**src/rtl/reg32t_bank_ctrl.sv**
```systemverilog
// Serialises word commands into a bank of triplicated 32-bit serial-load registers and
// deserialises readback; a write takes 35 cycles from acceptance to ready again, a read 35, a bad address 2.
module reg32t_bank_ctrl #(
    parameter int NREG = 32,
    parameter int AW   = 5
) (
    input  logic            bclk,
    input  logic            rst,
    input  logic            cmdValid,
    output logic            cmdReady,
    input  logic            cmdWrite,
    input  logic [AW-1:0]   cmdAddr,
    input  logic [31:0]     cmdData,
    output logic            rspValid,
    output logic            rspErr,
    output logic [31:0]     rspData,
    output logic [NREG-1:0] shiftEn,
    output logic [NREG-1:0] latchIn,
    output logic [NREG-1:0] latchOut,
    output logic            shiftIn,
    input  logic            shiftOut,
    input  logic            serIn,
    input  logic            seuClear,
    output logic            seuFlag,
    output logic [7:0]      seuCount
);

    typedef enum logic [2:0] {
        IDLE   = 3'd0,
        WSHIFT = 3'd1,
        WLATCH = 3'd2,
        RLOAD  = 3'd3,
        RSHIFT = 3'd4,
        DONE   = 3'd5
    } state_t;

    state_t          state_q, state_d;
    logic [5:0]      cnt_q, cnt_d;
    logic            wr_q, wr_d;
    logic            err_q, err_d;
    logic [AW-1:0]   addr_q, addr_d;
    logic [31:0]     data_q, data_d;
    logic [31:0]     rd_q, rd_d;
    logic            ser_q;
    logic            flag_q, flag_d;
    logic [7:0]      count_q, count_d;
    logic [NREG-1:0] sel;
    logic            rise;

    always_ff @(posedge bclk) begin
        if (rst) begin
            state_q <= IDLE;
            cnt_q   <= '0;
            wr_q    <= 1'b0;
            err_q   <= 1'b0;
            addr_q  <= '0;
            data_q  <= '0;
            rd_q    <= '0;
            ser_q   <= 1'b0;
            flag_q  <= 1'b0;
            count_q <= '0;
        end else begin
            state_q <= state_d;
            cnt_q   <= cnt_d;
            wr_q    <= wr_d;
            err_q   <= err_d;
            addr_q  <= addr_d;
            data_q  <= data_d;
            rd_q    <= rd_d;
            ser_q   <= serIn;
            flag_q  <= flag_d;
            count_q <= count_d;
        end
    end

    always_comb begin
        state_d = state_q;
        cnt_d   = cnt_q;
        wr_d    = wr_q;
        err_d   = err_q;
        addr_d  = addr_q;
        data_d  = data_q;
        rd_d    = rd_q;
        case (state_q)
            IDLE: begin
                if (cmdValid) begin
                    wr_d   = cmdWrite;
                    addr_d = cmdAddr;
                    data_d = cmdData;
                    cnt_d  = '0;
                    if (32'(cmdAddr) >= 32'(NREG)) begin
                        err_d   = 1'b1;
                        state_d = DONE;
                    end else begin
                        err_d   = 1'b0;
                        state_d = cmdWrite ? WSHIFT : RLOAD;
                    end
                end
            end
            WSHIFT: begin
                cnt_d = cnt_q + 6'd1;
                if (cnt_q == 6'd31) begin
                    cnt_d   = '0;
                    state_d = WLATCH;
                end
            end
            WLATCH: state_d = DONE;
            RLOAD: begin
                cnt_d   = '0;
                state_d = RSHIFT;
            end
            RSHIFT: begin
                rd_d  = {rd_q[30:0], shiftOut};
                cnt_d = cnt_q + 6'd1;
                if (cnt_q == 6'd31) begin
                    cnt_d   = '0;
                    state_d = DONE;
                end
            end
            DONE:    state_d = IDLE;
            default: state_d = IDLE;
        endcase
    end

    // Decode of the latched address; an out-of-range index selects nothing.
    always_comb begin
        sel = '0;
        for (int i = 0; i < NREG; i++) begin
            sel[i] = (addr_q == AW'(i));
        end
    end

    always_comb begin
        cmdReady = (state_q == IDLE);
        rspValid = (state_q == DONE);
        rspErr   = (state_q == DONE) && err_q;
        rspData  = ((state_q == DONE) && !wr_q && !err_q) ? rd_q : '0;
        shiftEn  = ((state_q == WSHIFT) || (state_q == RSHIFT)) ? sel : '0;
        latchIn  = (state_q == WLATCH) ? sel : '0;
        latchOut = (state_q == RLOAD) ? sel : '0;
        shiftIn  = (state_q == WSHIFT) ? data_q[5'd31 - cnt_q[4:0]] : 1'b0;
    end

    // A clear coinciding with a new rising edge keeps that edge as the first event.
    always_comb begin
        rise    = serIn & ~ser_q;
        flag_d  = flag_q;
        count_d = count_q;
        if (seuClear) begin
            flag_d  = rise;
            count_d = {7'd0, rise};
        end else if (rise) begin
            flag_d  = 1'b1;
            count_d = (count_q == 8'hFF) ? 8'hFF : count_q + 8'd1;
        end
    end

    assign seuFlag  = flag_q;
    assign seuCount = count_q;

endmodule

```
**config.mk**
```make
export PLATFORM = sky130hd
export DESIGN_NAME = reg32t_bank_ctrl
export DESIGN_NICKNAME = d
export VERILOG_FILES = /design/src/rtl/reg32t_bank_ctrl.sv
export SDC_FILE = /design/constraint.sdc
export NUM_CORES = 1
export LEC_CHECK = 0
export CORE_MARGIN = 8
export CORE_UTILIZATION = 39
export DETAILED_ROUTE_END_ITERATION = 10
export HOLD_SLACK_MARGIN = 0.02
export PLACE_DENSITY_LB_ADDON = 0.2
export SYNTH_ARGS = -nofsm -noshare
export SYNTH_HDL_FRONTEND = slang
export SYNTH_SLANG_ARGS = --single-unit
```
**constraint.sdc**
```tcl
create_clock -name bclk -period 1.8 [get_ports bclk]
set_input_delay 0.36 -clock bclk [delete_from_list [all_inputs] [get_ports bclk]]
set_output_delay 0.36 -clock bclk [all_outputs]
set_load 0.1 [all_outputs]
```
==> results of run 1 <==
## final cells by class
cell class                      count  share of cell area (%)
Antenna cell                        1                 0.02318
Clock buffer                        9                   2.086
Clock inverter                      7                  0.6722
Inverter                            5                  0.2202
Multi-Input combinational cell    496                   35.71
Sequential cell                    89                   16.85
Tap cell                          143                   1.657
Timing Repair Buffer              282                   42.78
## metrics by stage
step,hold WS (ns),instances,area [µm²]
floorplan,0.4321,638,5459
global placement,0.4384,960,8992
detailed placement,0.4441,960,8992
CTS,0.3047,1012,10320
global route,0.3469,1032,10800
finish,0.3726,1032,10800
## sequential cells by signal (all words and copies together) (netlist names)
| name | flops |
|---|---|
| rd_q | 32 |
| wr_q | 1 |
| cnt_q | 6 |
| ser_q | 1 |
| addr_q | 5 |
| state_q | 3 |
| seuCount | 8 |
| seuFlag | 1 |
| data_q | 32 |
## worst max-delay path: cells and delay by family (launching register included)
kind | cells | cell delay (ns)
AO/OA/AOI/OAI | 2 | 0.40
buffers and inverters | 3 | 0.53
flip-flops | 1 | 0.36
multiplexers | 2 | 0.63
## metal layers
layer / wire length [µm] / vias up / GRT usage (%)
met1: 11640 / 3325 / 35.16
met2: 16550 / 864 / 61.17
met3: 4813 / 348 / 6.849
met4: 3829 / 4 / 20.02
met5: 69 / - / 0
li1: - / 2580 / -
## Yosys cell counts, types with 2 or more instances
master	number	area (µm²)
xor2_1	3	26.28
buf_4	2	15.01
inv_1	5	18.77
mux2_2	3	33.78
nand3_1	4	20.02
dfxtp_1	89	1782
a21o_1	3	22.52
ha_1	2	25.02
nor3b_1	4	30.03
or3_1	4	25.02
and3_1	2	12.51
or4_1	2	15.01
o221ai_1	2	17.52
buf_1	2	7.510
nand2b_1	5	31.28
and3b_1	4	35.03
and2_1	33	206.5
mux2i_1	3	30.03
nor2b_1	7	43.79
buf_2	14	70.07
nand2_1	181	679.4
o21ai_0	7	35.03
nor2_1	105	394.1
clkbuf_1	30	112.6
nor3_1	4	20.02
mux4_2	7	157.7
or2_2	4	25.02
a31oi_1	2	12.51
nor4_1	2	12.51
a21oi_1	86	430.4
## kinds of logic after synthesis
kind of cell / Yosys count / synth area share (%)
flip-flops: 89 / 39.71
multiplexers: 13 / 4.936
AND/OR/NAND/NOR: 368 / 35.78
other: 1 / 0.08358
XOR/XNOR: 4 / 0.7810
AO/OA/AOI/OAI: 108 / 13.16
buffers and inverters: 53 / 4.992
adder cells (fa/ha/maj): 2 / 0.5576
## power by group
group / internal (µW) / switching (µW) / leakage (µW)
Combinational: 695 / 1020 / 0.00304
Clock: 984 / 993 / 0.000143
Sequential: 2050 / 114 / 0.000733
## worst paths after layout
path | from | slack, ns | to | depth (start not counted)
max reg2reg | state_q[0] | -0.42 | rd_q[27] | 8
min reg2reg | data_q[19] | 0.48 | data_q[19] | 2
min | rst | 0.37 | rd_q[16] | 2
max | cnt_q[1] | -0.85 | shiftIn | 7
## timing repair
item | CTS | global route
pin swaps | 51 | 44
cloned | 6 | 7
setup buffers | 30 | 18
resized for setup | 139 | 74
endpoints found under the hold margin | 0 | 0
setup endpoints to repair | 131 | 169
==> impl_metrics.sql, run 1 <==
INSERT INTO impl_metrics (metric_group, metric, value, unit) VALUES
('cts', 'clock_tree_from_tritoncts', 'done', ''),
('power_and_ir_drop', 'fin_total_pwr', '5855', 'µW'),
('cts', 'total_number_of_clock_tree_sinks', '89', ''),
('worst_setup_path', 'worst-path-max-fanout', '8', ''),
('sta', 'max_clock_freq', '0.3769', 'GHz'),
('power_and_ir_drop', 'cellPowerDensity', '542.4', 'nW/µm²'),
('sta', 'tightestPinTransition', '0.6287', 'ns'),
('final_layout', 'layout.area.seq', '1819', 'µm²'),
('routing', 'drt_iter0_drc', '1288', ''),
('final_layout', 'area_growth', '140.6', '%'),
('floorplan', 'die_area', '15190', 'µm²'),
('run_status', 'outcome', 'finished with violations', ''),
('hold_path', 'hold_path_class', 'primary input to flip-flop', ''),
('worst_setup_path', 'critPathKind', 'flip-flop to output port', ''),
('routing', 'drt_wirelength', '36.90', 'mm'),
('placement', 'pre_cts_slack', '-0.2061', 'ns'),
('sta', 'finalMaxSlewViolations', '0', ''),
('cts', 'clock_insertion_delay_worst_skew', '0.36', 'ns'),
('final_layout', 'design.final.nets', '929', ''),
('yosys', 'postSynth.asyncResetShare', '0', '%'),
('sta', 'totalNegativeSetupSlack', '-59.31', 'ns'),
('routing', 'detail_route.drc_violations', '11', ''),
('flow_run', 'cap_violations', '0', ''),
('global_route', 'wire_length_of_the_first_global_routing_pass', '38.76', 'mm'),
('global_route', 'via_count_of_the_first_global_routing_pass', '6311', ''),
('sta', 'period_share', '147.4', '%'),
('routing', 'first_pass_detailed_route_iteration_total', '11', ''),
('final_layout', 'most-common-layout-cells', '166 x buf_12, 147 x nand2_1, 97 x nor2_4, 73 x dfxtp_1, 63 x a21oi_1', ''),
('cts', 'depth_of_the_cts_h_tree', '3', ''),
('worst_setup_path', 'worst_path_largest_cell_delay', '0.36', 'ns'),
('yosys', 'synth_cells', '638', ''),
('sta', 'final.setup_skew', '0.01053', 'ns'),
('floorplan', 'core_region_area', '11320', 'µm²'),
('power_and_ir_drop', 'max-vdd-ir-drop', '0.8337', 'mV'),
('placement', 'io_buffers', '183', ''),
('cts', 'ctsLongestPathBuffers', '2', ''),
('floorplan', 'initial_core_util', '39.63', '%'),
('yosys', 'syn_area', '4487', 'µm²'),
('final_layout', 'multi_input_comb_area', '3855', 'µm²'),
('final_layout', 'layout_commonest_cell', 'buf_12', ''),
('placement', 'place_hpwl', '14.01', 'mm'),
('yosys', 'yosys.cell_types.count', '47', ''),
('run_status', 'violations', 'DRC, setup timing', ''),
('cts', 'root_buffer', 'clkbuf_16', ''),
('yosys', 'number_of_flip_flops_and_latches_in_the_synthesized_netlist', '89', ''),
('worst_setup_path', 'crit_required', '1.44', 'ns'),
('routing', 'vias', '7121', ''),
('sta', 'worst_rel_slew_slack', '58.08', '%'),
('floorplan', 'floorplan.io_pins', '185', ''),
('sta', 'worst_slack', '-0.8532', 'ns'),
('yosys', 'synthesis.area_per_instance', '7.033', 'µm²'),
('routing', 'per_cell_via_count_in_the_routed_design', '6.900', ''),
('routing', 'post_drt_wl_per_cell', '35.76', 'µm'),
('cts', 'worst_path_clk_slew', '0.08', 'ns'),
('cts', 'cts_buffers', '9', ''),
('floorplan', 'floorplan.die.width', '123.3', 'µm'),
('yosys', 'synth_seq_area_share', '39.71', '%'),
('sta', 'setup_repair_after_global_routing_missed_its_margin', 'true', ''),
('global_route', 'grt_util_all_layers', '33.64', '%'),
('final_layout', 'fillCellCount', '247', ''),
('worst_setup_path', 'crit_path_start_kind', 'flip-flop', ''),
('global_route', 'initial_antenna_violation_count', '1', ''),
('cts', 'holdBufCountCts', '0', ''),
('routing', 'drt.antenna.violating_nets', '0', ''),
('worst_setup_path', 'critical_path_arrival', '2.29', 'ns'),
('power_and_ir_drop', 'p_leak', '0.003913', 'µW'),
('final_layout', 'final_layout_size_suffix_gt1_share', '56.31', '%'),
('placement', 'routabilityCongestion', '0.8157', ''),
('final_layout', 'postLayoutCoreUtil', '95.36', '%'),
('worst_setup_path', 'crit_slowest_cell', 'dfxtp_2', ''),
('floorplan', 'placementRows', '39', ''),
('global_route', 'grt_overflow_total', '0', ''),
('worst_setup_path', 'crit_path_cell_trace', 'buf_6, buf_4, mux4_2, mux2i_1, o221ai_1, o311a_4, buf_12', ''),
('sta', 'setup-violations-final', '194', ''),
('sta', 'hold_viol_final', '0', ''),
('yosys', 'mappedNetlistNets', '684', ''),
('sta', 'crit_path_time_final', '2.653', 'ns'),
('yosys', 'yosys_warnings', '0', ''),
('floorplan', 'die_h', '123.3', 'µm'),
('global_route', 'grt_start_max_net_pins', '44', ''),
('worst_setup_path', 'worstSetupEndpointType', 'output port', ''),
('yosys', 'number_of_flops_mapped_to_enable_cells_by_yosys', '0', ''),
('yosys', 'post_synth_top_flop', 'dfxtp_1', '');
Power figures use the tool's default switching activity.
==> run 2, diff against run 1 <==
GPL_TIMING_DRIVEN = 0   (was not set)
==> impl_metrics.sql, run 2 (same netlist as run 1, synthesis figures left out) <==
INSERT INTO impl_metrics (metric_group, metric, value, unit) VALUES
('run_status', 'outcome', 'finished with violations', ''),
('run_status', 'violations', 'setup timing', ''),
('worst_setup_path', 'crit_path_start_kind', 'flip-flop', ''),
('routing', 'per_cell_via_count_in_the_routed_design', '6.455', ''),
('worst_setup_path', 'reg2reg_from', 'state_q[1]', ''),
('floorplan', 'placementRows', '39', ''),
('final_layout', 'non_filler_instances', '1047', ''),
('final_layout', 'design.final.nets', '945', ''),
('hold_path', 'worst_hold_startpoint', 'data_q[6]', ''),
('floorplan', 'die_h', '123.3', 'µm'),
('final_layout', 'layout_commonest_cell', 'nand2_1', ''),
('flow_run', 'cap_violations', '0', ''),
('final_layout', 'postLayoutCoreUtil', '92.41', '%'),
('sta', 'max_clock_freq', '0.4004', 'GHz'),
('placement', 'placed_cells', '963', ''),
('hold_path', 'holdPathEnd', 'data_q[6]', ''),
('sta', 'finalMaxSlewViolations', '0', ''),
('floorplan', 'initial_core_util', '39.63', '%'),
('worst_setup_path', 'worst_r2r_endpoint', 'data_q[29]', ''),
('cts', 'ctsLongestPathBuffers', '2', ''),
('placement', 'routabilityCongestion', '0.8091', ''),
('routing', 'detailroute.wirelength.met2', '14.84', 'mm'),
('routing', 'first_pass_detailed_route_iteration_total', '6', ''),
('global_route', 'grt_util_all_layers', '32.65', '%'),
('worst_setup_path', 'critical_path_arrival', '2.14', 'ns'),
('floorplan', 'die_area', '15190', 'µm²'),
('worst_setup_path', 'worst-path-max-fanout', '5', ''),
('sta', 'period_share', '138.7', '%'),
('global_route', 'initial_antenna_violation_count', '1', ''),
('routing', 'detail_route.drc_violations', '0', ''),
('worst_setup_path', 'worst_r2r_path_depth', '7', ''),
('placement', 'pre_cts_slack', '-1.296', 'ns'),
('sta', 'worst_rel_slew_slack', '47.01', '%'),
('final_layout', 'num_antenna_cells', '0', ''),
('cts', 'worst_path_clk_slew', '0.07', 'ns'),
('sta', 'final.setup_skew', '0.01201', 'ns'),
('cts', 'clock_tree_from_tritoncts', 'done', ''),
('power_and_ir_drop', 'max-vdd-ir-drop', '0.9590', 'mV'),
('sta', 'totalNegativeSetupSlack', '-55.40', 'ns'),
('routing', 'drt_iter0_drc', '907', ''),
('routing', 'vias', '6758', ''),
('routing', 'met1_length', '10.85', 'mm'),
('cts', 'root_buffer', 'clkbuf_16', ''),
('floorplan', 'core_region_area', '11320', 'µm²'),
('global_route', 'via_count_of_the_first_global_routing_pass', '6203', ''),
('routing', 'highest_layer', 'met5', ''),
('final_layout', 'most-common-layout-cells', '148 x nand2_1, 138 x buf_12, 98 x nor2_4, 85 x a21oi_1, 73 x dfxtp_1', ''),
('worst_setup_path', 'setup.reg_to_reg.worst_slack', '-0.14', 'ns'),
('sta', 'hold_viol_final', '0', ''),
('global_route', 'wire_length_of_the_first_global_routing_pass', '38.03', 'mm'),
('power_and_ir_drop', 'p_leak', '0.003795', 'µW'),
('cts', 'holdBufCountCts', '0', ''),
('routing', 'drt.antenna.violating_nets', '0', ''),
('sta', 'setup-violations-final', '159', ''),
('final_layout', 'final_layout_size_suffix_gt1_share', '53.10', '%'),
('floorplan', 'floorplan.die.width', '123.3', 'µm'),
('sta', 'tightestPinTransition', '0.7949', 'ns'),
('sta', 'setup_repair_after_global_routing_missed_its_margin', 'true', ''),
('cts', 'cts_buffers', '9', ''),
('worst_setup_path', 'worstSetupEndpointType', 'output port', ''),
('placement', 'io_buffers', '182', ''),
('hold_path', 'whs_path_depth', '2', ''),
('hold_path', 'hold_path_class', 'flip-flop to flip-flop', ''),
('routing', 'met3WireLength', '3.631', 'mm'),
('sta', 'crit_path_time_final', '2.497', 'ns'),
('global_route', 'grt_overflow_total', '0', ''),
('cts', 'depth_of_the_cts_h_tree', '3', ''),
('placement', 'place_hpwl', '11.97', 'mm'),
('routing', 'post_drt_wl_per_cell', '30.62', 'µm'),
('worst_setup_path', 'crit_required', '1.44', 'ns'),
('power_and_ir_drop', 'cellPowerDensity', '564.4', 'nW/µm²'),
('floorplan', 'floorplan.io_pins', '185', ''),
('final_layout', 'area_growth', '133.2', '%'),
('cts', 'clock_insertion_delay_worst_skew', '0.36', 'ns'),
('worst_setup_path', 'critPathKind', 'flip-flop to output port', ''),
('global_route', 'grt_start_max_net_pins', '18', ''),
('sta', 'worst_slack', '-0.6973', 'ns'),
('routing', 'drt_wirelength', '32.06', 'mm'),
('cts', 'total_number_of_clock_tree_sinks', '89', '');
[run 2: cell types whose count changed in the layout (fill, tap and decap cells not counted), sizes merged]
cell           delta
clkdlybuf4s15     +9
bufinv            +2
clkbuf           +23
diode             -1
clkinv            -1
clkinvlp          -1
buf              -17
a21o              +1
[run 2: layout make-up]
cell class / instances / area (µm²)
Buffer: 44 / 464.2
Clock buffer: 9 / 225.2
Clock inverter: 7 / 108.9
Fill cell: 334 / 859.6
Inverter: 5 / 26.28
Multi-Input combinational cell: 497 / 3646
Sequential cell: 89 / 1824
Tap cell: 143 / 178.9
Timing Repair Buffer: 253 / 3988
[run 2: report_power, final]
group	switching (µW)	leakage [µW]	internal, µW
clock network	961	0.000164	1250
registers	87.8	0.000733	2040
logic	922	0.00290	640
total	1970	0.00380	3930
[run 2: worst max path at each step]
stage                           from     endpoint  slack, ns  cells after the start
final                       cnt_q[1]      shiftIn      -0.70                      7
after global routing        cnt_q[1]      shiftIn      -0.76                      7
after CTS                   cnt_q[2]      shiftIn      -0.55                      4
after detailed placement   addr_q[0]  latchIn[13]      -1.30                      4
after global placement     addr_q[0]  latchIn[13]      -1.21                      4
after floorplan           state_q[1]   rspData[0]      -0.71                      5
[run 2: repair_timing]
action,4_1_cts,5_1_grt
endpoints found under the hold margin,0,0
endpoints found under the setup margin,140,165
buffers inserted,39,22
gates resized for setup,1323,79
cloned,12,1
pin swaps,39,35
[run 2: worst max-delay path, cell delays in order, from the launching register on]
cell	delay, ns
dfxtp_4	0.39
buf_8	0.14
buf_12	0.12
mux2_2	0.35
o21ai_0	0.21
o221ai_1	0.20
o311a_4	0.19
buf_12	0.17
[run 2: layer usage]
metal	GRT usage, %	up-vias
met4	15.50	2
li1	-	2611
met3	6.758	255
met2	57.89	707
met1	36.70	3183
met5	0	-
[run 2: through the flow]
stage	hold slack (ns)	total power, µW	area, µm²
final	0.4630	5905	10460
after global routing	0.4868	5982	10460
after CTS	0.4552	5501	10120
after detailed placement	0.4457	3096	7460
after global placement	0.4385	3075	7460
after floorplan	0.4321	2828	5459
